===== config.mk =====
export PLATFORM = sky130hd
export DESIGN_NAME = instr_fetch_unit
export DESIGN_NICKNAME = d
export VERILOG_FILES = /design/src/rtl/instr_fetch_unit.sv
export SDC_FILE = /design/constraint.sdc
export NUM_CORES = 2
export LEC_CHECK = 0
export ABC_AREA = 1
export BUFFER_PORTS_ARGS = -buffer_cell sky130_fd_sc_hd__buf_2
export CAP_MARGIN = 25
export CELL_PAD_IN_SITES_DETAIL_PLACEMENT = 0
export CELL_PAD_IN_SITES_GLOBAL_PLACEMENT = 1
export CORE_ASPECT_RATIO = 1.4
export CORE_UTILIZATION = 50
export CTS_CLUSTER_SIZE = 12
export DETAILED_ROUTE_END_ITERATION = 12
export PLACE_DENSITY_LB_ADDON = 0.2
export SETUP_SLACK_MARGIN = 0.05
export SLEW_MARGIN = 20
export SYNTH_ARGS = -nofsm -noshare
export SYNTH_HDL_FRONTEND = slang
export SYNTH_SLANG_ARGS = --single-unit
export TNS_END_PERCENT = 50

===== constraint.sdc =====
create_clock -name Clk -period 2.7 [get_ports Clk]
set_input_delay 0.135 -clock Clk [delete_from_list [all_inputs] [get_ports Clk]]
set_output_delay 0.135 -clock Clk [all_outputs]
set_load 0.02 [all_outputs]

===== src/rtl/instr_fetch_unit.sv =====
// Instruction fetch unit: program counter, instruction register and an
// instruction memory that can be filled through a valid/ready load port.
// While a load is in progress the fetch commands from the controller are
// ignored and Busy holds the controller in reset.
module instr_fetch_unit #(
    parameter int ADDR_W = 7,
    parameter int DATA_W = 16
) (
    input  logic              Clk,
    input  logic              ResetN,
    input  logic              PC_clr,
    input  logic              PC_up,
    input  logic              IR_ld,
    output logic [DATA_W-1:0] IR,
    output logic [ADDR_W-1:0] PC,
    input  logic              Load_start,
    input  logic              Load_valid,
    input  logic [DATA_W-1:0] Load_data,
    input  logic              Load_last,
    output logic              Load_ready,
    output logic              Load_done,
    output logic              Busy,
    output logic [ADDR_W:0]   Prog_len
);

    localparam int DEPTH = 1 << ADDR_W;

    typedef enum logic [1:0] {
        ST_RUN  = 2'd0,
        ST_LOAD = 2'd1,
        ST_DONE = 2'd2
    } state_t;

    state_t            state_reg;
    logic [ADDR_W-1:0] wptr_reg;
    logic [ADDR_W:0]   prog_len_reg;
    logic [ADDR_W-1:0] pc_reg;
    logic [DATA_W-1:0] ir_reg;

    // No reset on the array so it maps onto memory resources; contents
    // survive reset and aborted loads.
    logic [DATA_W-1:0] mem [0:DEPTH-1];

    logic xfer;
    logic full;

    // A word is accepted whenever we are loading and the source offers one.
    assign xfer = (state_reg == ST_LOAD) && Load_valid;
    // Last free slot: the transfer at this pointer ends the load.
    assign full = &wptr_reg;

    // Handshake/status outputs are straight decodes of the state register.
    assign Load_ready = (state_reg == ST_LOAD);
    assign Load_done  = (state_reg == ST_DONE);
    assign Busy       = (state_reg != ST_RUN);

    assign PC       = pc_reg;
    assign IR       = ir_reg;
    assign Prog_len = prog_len_reg;

    // Load sequencing: RUN -> LOAD on Load_start, LOAD -> DONE on the final
    // word, DONE lasts one cycle before fetching resumes.
    always_ff @(posedge Clk) begin
        if (!ResetN) begin
            state_reg    <= ST_RUN;
            wptr_reg     <= '0;
            prog_len_reg <= '0;
        end else begin
            case (state_reg)
                ST_RUN: begin
                    if (Load_start) begin
                        state_reg <= ST_LOAD;
                        wptr_reg  <= '0;
                    end
                end
                ST_LOAD: begin
                    if (xfer) begin
                        wptr_reg <= wptr_reg + ADDR_W'(1);
                        if (Load_last || full) begin
                            state_reg    <= ST_DONE;
                            prog_len_reg <= {1'b0, wptr_reg} + (ADDR_W+1)'(1);
                        end
                    end
                end
                ST_DONE: begin
                    state_reg <= ST_RUN;
                end
                default: begin
                    state_reg <= ST_RUN;
                end
            endcase
        end
    end

    // Memory write port; a reset edge must not commit the pending word.
    always_ff @(posedge Clk) begin
        if (ResetN && xfer) begin
            mem[wptr_reg] <= Load_data;
        end
    end

    // PC/IR: fetch commands only act in RUN; IR samples the pre-edge PC so
    // IR_ld together with PC_up fetches the current word and then advances.
    always_ff @(posedge Clk) begin
        if (!ResetN) begin
            pc_reg <= '0;
            ir_reg <= '0;
        end else if (state_reg == ST_DONE) begin
            pc_reg <= '0;
            ir_reg <= '0;
        end else if (state_reg == ST_RUN) begin
            if (IR_ld) begin
                ir_reg <= mem[pc_reg];
            end
            if (PC_clr) begin
                pc_reg <= '0;
            end else if (PC_up) begin
                pc_reg <= pc_reg + ADDR_W'(1);
            end
        end
    end

endmodule

## After elaboration in Yosys (flattened, before gate mapping)

Memories as Yosys holds them, arrays and structs flattened. A register that Yosys moved wholly into a read port is not among the register bits.
Index checks and enable logic that the tools add are counted.

| cells by class | value |
|---|---|
| equality and inequality tests | 5 |
| reduce and logical (&&, ||, !) cells | 14 |
| mux-type cells | 11 |
| add/sub/neg operators | 3 |
| bitwise gates (word level) | 1 |

Operators by type and width:

| operator | count |
|---|---|
| 7-bit 2-to-1 mux | 4 |
| 7-bit by 1-bit adder with 7-bit output (second input constant) | 2 |
| 7-bit case mux with 2 select lines | 1 |
| 3-bit AND reduction | 3 |
| 7-bit by 1-bit adder with 8-bit output (second input constant) | 1 |
| 7-bit AND reduction | 1 |
| 2-bit 2-to-1 mux | 3 |
| 2-bit nonzero test | 3 |
| 2-bit by 1-bit != test with 1-bit output (second input constant) | 2 |
| 2-bit case mux with 2 select lines | 1 |
| 2-bit AND reduction | 2 |
| 2-bit by 1-bit == test with 1-bit output (second input constant) | 1 |
| 2-bit == test (second input constant) | 1 |
| 1-bit logical AND | 2 |
| 2-bit logical NOT | 1 |
| 1-bit 2-to-1 mux | 2 |
| 2-bit != test (second input constant) | 1 |
| 2-bit OR reduction | 1 |
| 1-bit logical OR | 1 |
| 1-bit NOT | 1 |

| word-level totals | value |
|---|---|
| bits of input ports | 24 |
| output and inout bits | 34 |
| memory bits (writable) | 2048 |
| register bits after elaboration | 24 |
| memories | 1 |

Memories:

| memory | depth | width | rd ports | clocked after memory_dff | wr ports | line | text |
|---|---|---|---|---|---|---|---|
| mem | 128 | 16 | 1 | 1 | 1 | 42 | `logic [DATA_W-1:0] mem [0:DEPTH-1];` |

## Logic depth before layout (Yosys ltp)

| logic depth | value |
|---|---|
| depth in word-level cells | 5 |
| gate-level depth with buffers | 17 |

## Worst setup path after synthesis

OpenSTA, ideal clock, no wires.

| timing | value |
|---|---|
| path type | register -> register |
| from | register state_reg[0] |
| to | memory mem[102][0], enable pin |
| setup time | 0.388 ns |
| stages on the path, launching flop included | 8 |
| clock period less this slack | 2.836 ns |
| data required time | 2.312 ns |
| arrival | 2.447 ns |
| setup slack | -0.136 ns |
| cell sequence | dfxtp_1 > inv_1 > nor2_1 > nand2_1 > nor3_1 > nand3_1 > clkbuf_1 > nor2_1 |

| on the way | value |
|---|---|
| word-level cells in the longest chain between the ends | 5 |

RTL lines:

| what | line | text |
|---|---|---|
| start: declaration | 34 | `state_t state_reg;` |
| start signal: assignment | 65 | `state_reg <= ST_RUN;` |
| start signal: assignment | 72 | `state_reg <= ST_LOAD;` |
| start signal: assignment | 80 | `state_reg <= ST_DONE;` |
| 2-bit by 1-bit == test with 1-bit output | -- |  |
| via Load_ready | 20 | `output logic Load_ready,` |
| 1-bit logical AND | 48 | `assign xfer = (state_reg == ST_LOAD) && Load_valid;` |
| 1-bit logical AND | 97 | `if (ResetN && xfer) begin` |
| 1-bit 2-to-1 mux | 97 |  |
| 1-bit 2-to-1 mux (implied by the code) | 98 | `mem[wptr_reg] <= Load_data;` |
| end: declaration | 42 |  |

The timed path passes the listed nets, and every way through them passes these cells.

==> out/results.tsv <==
stage	metric	value	unit
clock_tree	Worst-Skew Late Latency	0.85	ns
finish	Reg area	0.0623	mm²
timing	Hold WS	0.0822	ns
worst_setup_path	CP peak stage delay	0.44	ns
synth	Seq cells post-synth	2088	
floorplan	Starting Density	50.5	%
route	DRT Pass-1 Iters	5	
synth	Mapped Cells	7950	
global_route	GR Util All Layers	30.0	%
global_route	GR Overflow Total	0	
floorplan	total core area	0.172	mm²
timing	Slew Limit Fails	0	
synth	ys async rst share	0	%
worst_setup_path	crit-path most repeated cell	nand2_1	
run	max_cap viols	0	
worst_setup_path	R2R depth	14	
synth	EDFF count, synth	2048	
route	vias per cell	5.55	
global_route	initial antenna violation count	12	
finish	share of layout cells above drive strength 1	9.97	%
worst_setup_path	Critical Path AT	3.35	ns
timing	Tcrit/Tclk final	97.9	%
floorplan	die area	0.176	mm²
synth	Synth top area share	70.7	%
finish	non-filler cells, final	10700	
clock_tree	CTS tree	yes	
worst_setup_path	Crit Reg-Reg Startpoint	PC[0]$_SDFFE_PP0P_	
floorplan	Die Span Y	496	µm
route	Starting DRT DRC Count	6075	
synth	Netlist cell types	31	
global_route	vias in the first global route	57100	
finish	multi-input combinational cell area	0.0200	mm²
timing	worst slew pin tran	0.939	ns
place	placed cells	10300	
route	final WL	263000	µm
floorplan	die width	355	µm
worst_setup_path	reg2reg end	IR[11]$_SDFFE_PP0P_	
route	total number of vias	59300	
synth	top-count cell post-synth	nand2_1	
finish	Reg with most FFs	mem	
place	routability cong.	0.910	
synth	top cells by area, synth	edfxtp_1 71%, nand2_1 9.0%, nor2_1 4.8%	
power	VDD IR-drop max	0.671	mV
global_route	global-route wire length before repair	383000	µm
timing	min Tclk post-route	2.64	ns
worst_hold_path	HP Class	in2reg	
clock_tree	number of CTS-inserted buffers	201	
clock_tree	Max Root-Sink Buffers	3	
timing	Final setup viols	0	
worst_setup_path	critical path class	reg2reg	
finish	max reg flops	2048	
worst_setup_path	worst path cell trace	clkinv_8, buf_12, buf_12, buf_4, o21ai_0, nand2_1, nand2_1, nand2_1, nor2_1, nand2_1, nand3_2, nand2_1, nand2_1, a21oi_1	
clock_tree	CTS Root Cell	clkbuf_16	
floorplan	number of I/O pins	58	
synth	Synth Flop Type	edfxtp_1	
power	power density over the cells	674	mW/mm²
finish	fin nets	8323	
worst_setup_path	slowest stage cell, crit path	dfxtp_4	
synth	synthesized area	0.0870	mm²
synth	Warnings, synthesis	0	
timing	Fin. Hold Viols	0	
synth	Seq/Total Area, Yosys	71.6	%
synth	syn nets	7976	
synth	Post-synth top cells	2096 x nand2_1, 2048 x edfxtp_1, 1124 x nor2_1, 703 x inv_1, 671 x nand3_1	
clock_tree	CTS Sinks	2088	
timing	relative slew slack	37.4	%
clock_tree	htree depth	4	
timing	Clock Skews	0.0360	ns
synth	biggest area consumer among synthesized cells	edfxtp_1	
finish	FILL cells	14200	
finish	final design area excluding fillers	0.100	mm²
timing	FMAX	378	MHz
timing	unrepaired setup endpoints after global routing	yes	
clock_tree	Clk pin slew, worst setup/hold paths	0.06	ns
worst_setup_path	worst setup path endpoint	IR[11]$_SDFFE_PP0P_	
finish	area growth from synthesis to layout	15.2	%
worst_setup_path	crit start category	flop	
status	status	complete, no violations	
finish	Finished Core Util	58.2	%
synth	Synth Area per Inst	10.9	µm²
route	post-DR wirelength/cell	24.6	µm
global_route	largest net degree at the start of global routing	123	
place	Cell Area, Placed	0.0940	mm²
floorplan	# rows	180	
place	HPWL after detailed placement	161000	µm
worst_setup_path	reg-to-reg slack, setup	0.06	ns
worst_setup_path	Max FO, Critical Path	42	
worst_setup_path	crit path from	PC[0]$_SDFFE_PP0P_	
route	antenna-violating nets left	0	
worst_setup_path	CP endpoint kind	flop	
route	drc violations	0	
power	Lkg Pwr	38.4	nW
place	# port buffers	57	
worst_setup_path	required time worst endpoint	3.41	ns
metrics by stage:
stage / TNS, ns / setup slack (ns) / total power [mW]
floorplan: -67.19 / -0.136 / 39.3
detailed placement: -0.0811 / -0.0750 / 42.1
global route: -0.0166 / -0.0116 / 69.3
CTS: 0 / 0.0206 / 67.7
finish: 0 / 0.0575 / 67.5
global placement: -0.101 / -0.0525 / 42.0
cell type report:
class	instances	area share (%)
Antenna cell	2	0.00499
Clock buffer	281	5.45
Clock inverter	37	0.347
Inverter	709	2.68
Multi-Input combinational cell	4712	20.0
Sequential cell	2088	62.2
Tap cell	2275	2.84
Timing Repair Buffer	585	6.55
worst min path at each step:
stage | from | end | slack [ns] | depth (start not counted)
after floorplan | Load_data[0] | mem[0][0]$_DFFE_PP_ | 0.23 | 0
after global placement | Load_data[3] | mem[7][3]$_DFFE_PP_ | 0.36 | 1
after detailed placement | Load_data[3] | mem[6][3]$_DFFE_PP_ | 0.36 | 1
after CTS | Load_data[3] | mem[0][3]$_DFFE_PP_ | 0.02 | 2
after global routing | Load_data[3] | mem[2][3]$_DFFE_PP_ | 0.07 | 2
final | Load_data[3] | mem[0][3]$_DFFE_PP_ | 0.08 | 2
cells in the final DEF, fill, tap and decap left out, drive strengths merged:
master / synthesis / routed
clkbuf: 191 / 283
inv: 705 / 711
o21ai: 551 / 551
and3: 1 / 1
or2: 3 / 3
buf: 250 / 557
o211ai: 102 / 102
clkinvlp: 0 / 1
dfxtp: 40 / 40
a21oi: 142 / 142
a211oi: 1 / 1
nor3b: 1 / 1
a32o: 1 / 1
o22ai: 3 / 3
xor2: 4 / 4
nor4: 1 / 1
clkinv: 4 / 32
nor3: 4 / 4
o21a: 2 / 2
nand2: 2096 / 2096
bufinv: 0 / 2
dlygate4sd3: 0 / 26
nand3: 671 / 671
diode: 0 / 2
a31oi: 2 / 2
ha: 2 / 2
nor2: 1124 / 1124
a31o: 1 / 1
edfxtp: 2048 / 2048
worst max-delay path: cells and delay by family (launching register included):
kind	cells	cell delay, ns
compound gates	2	0.21
flops	1	0.44
buf+inv	4	0.82
simple gates	8	1.00
layer usage:
layer	share of wire [%]	up-vias	wire length, µm	track usage (%)
met5	0.010	-	27	0
met4	5.4	4	14100	15.3
met3	7.3	479	19300	3.87
met2	48	2410	126000	49.3
met1	39	29100	103000	39.3
li1	-	27300	-	-
power breakdown:
group | switching, mW | internal (mW) | total [mW]
sequential | 0.0974 | 35.6 | 35.7
clock | 11.8 | 14.2 | 26.0
combinational | 4.05 | 1.78 | 5.82
total | 16.0 | 51.5 | 67.5
kinds of logic after synthesis:
kind of cell / count (synthesis) / share of synthesized area [%]
buffers and inverters: 1150 / 5.59
AO/OA/AOI/OAI: 805 / 4.95
AND/OR/NAND/NOR: 3901 / 17.8
adder cells (fa/ha/maj): 2 / 0.0287
flip-flops: 2088 / 71.6
XOR/XNOR: 4 / 0.0402
what timing repair did:
action                                  in CTS  in global routing
gates resized for setup                      4                 18
hold buffers                                26                  0
buffers inserted                             0                  5
hold endpoints to repair                  1085                  0
cloned                                       0                  2
endpoints found under the setup margin       5                 14
pin swaps                                    0                  4
Note: power is estimated with default switching activity, not from simulation.
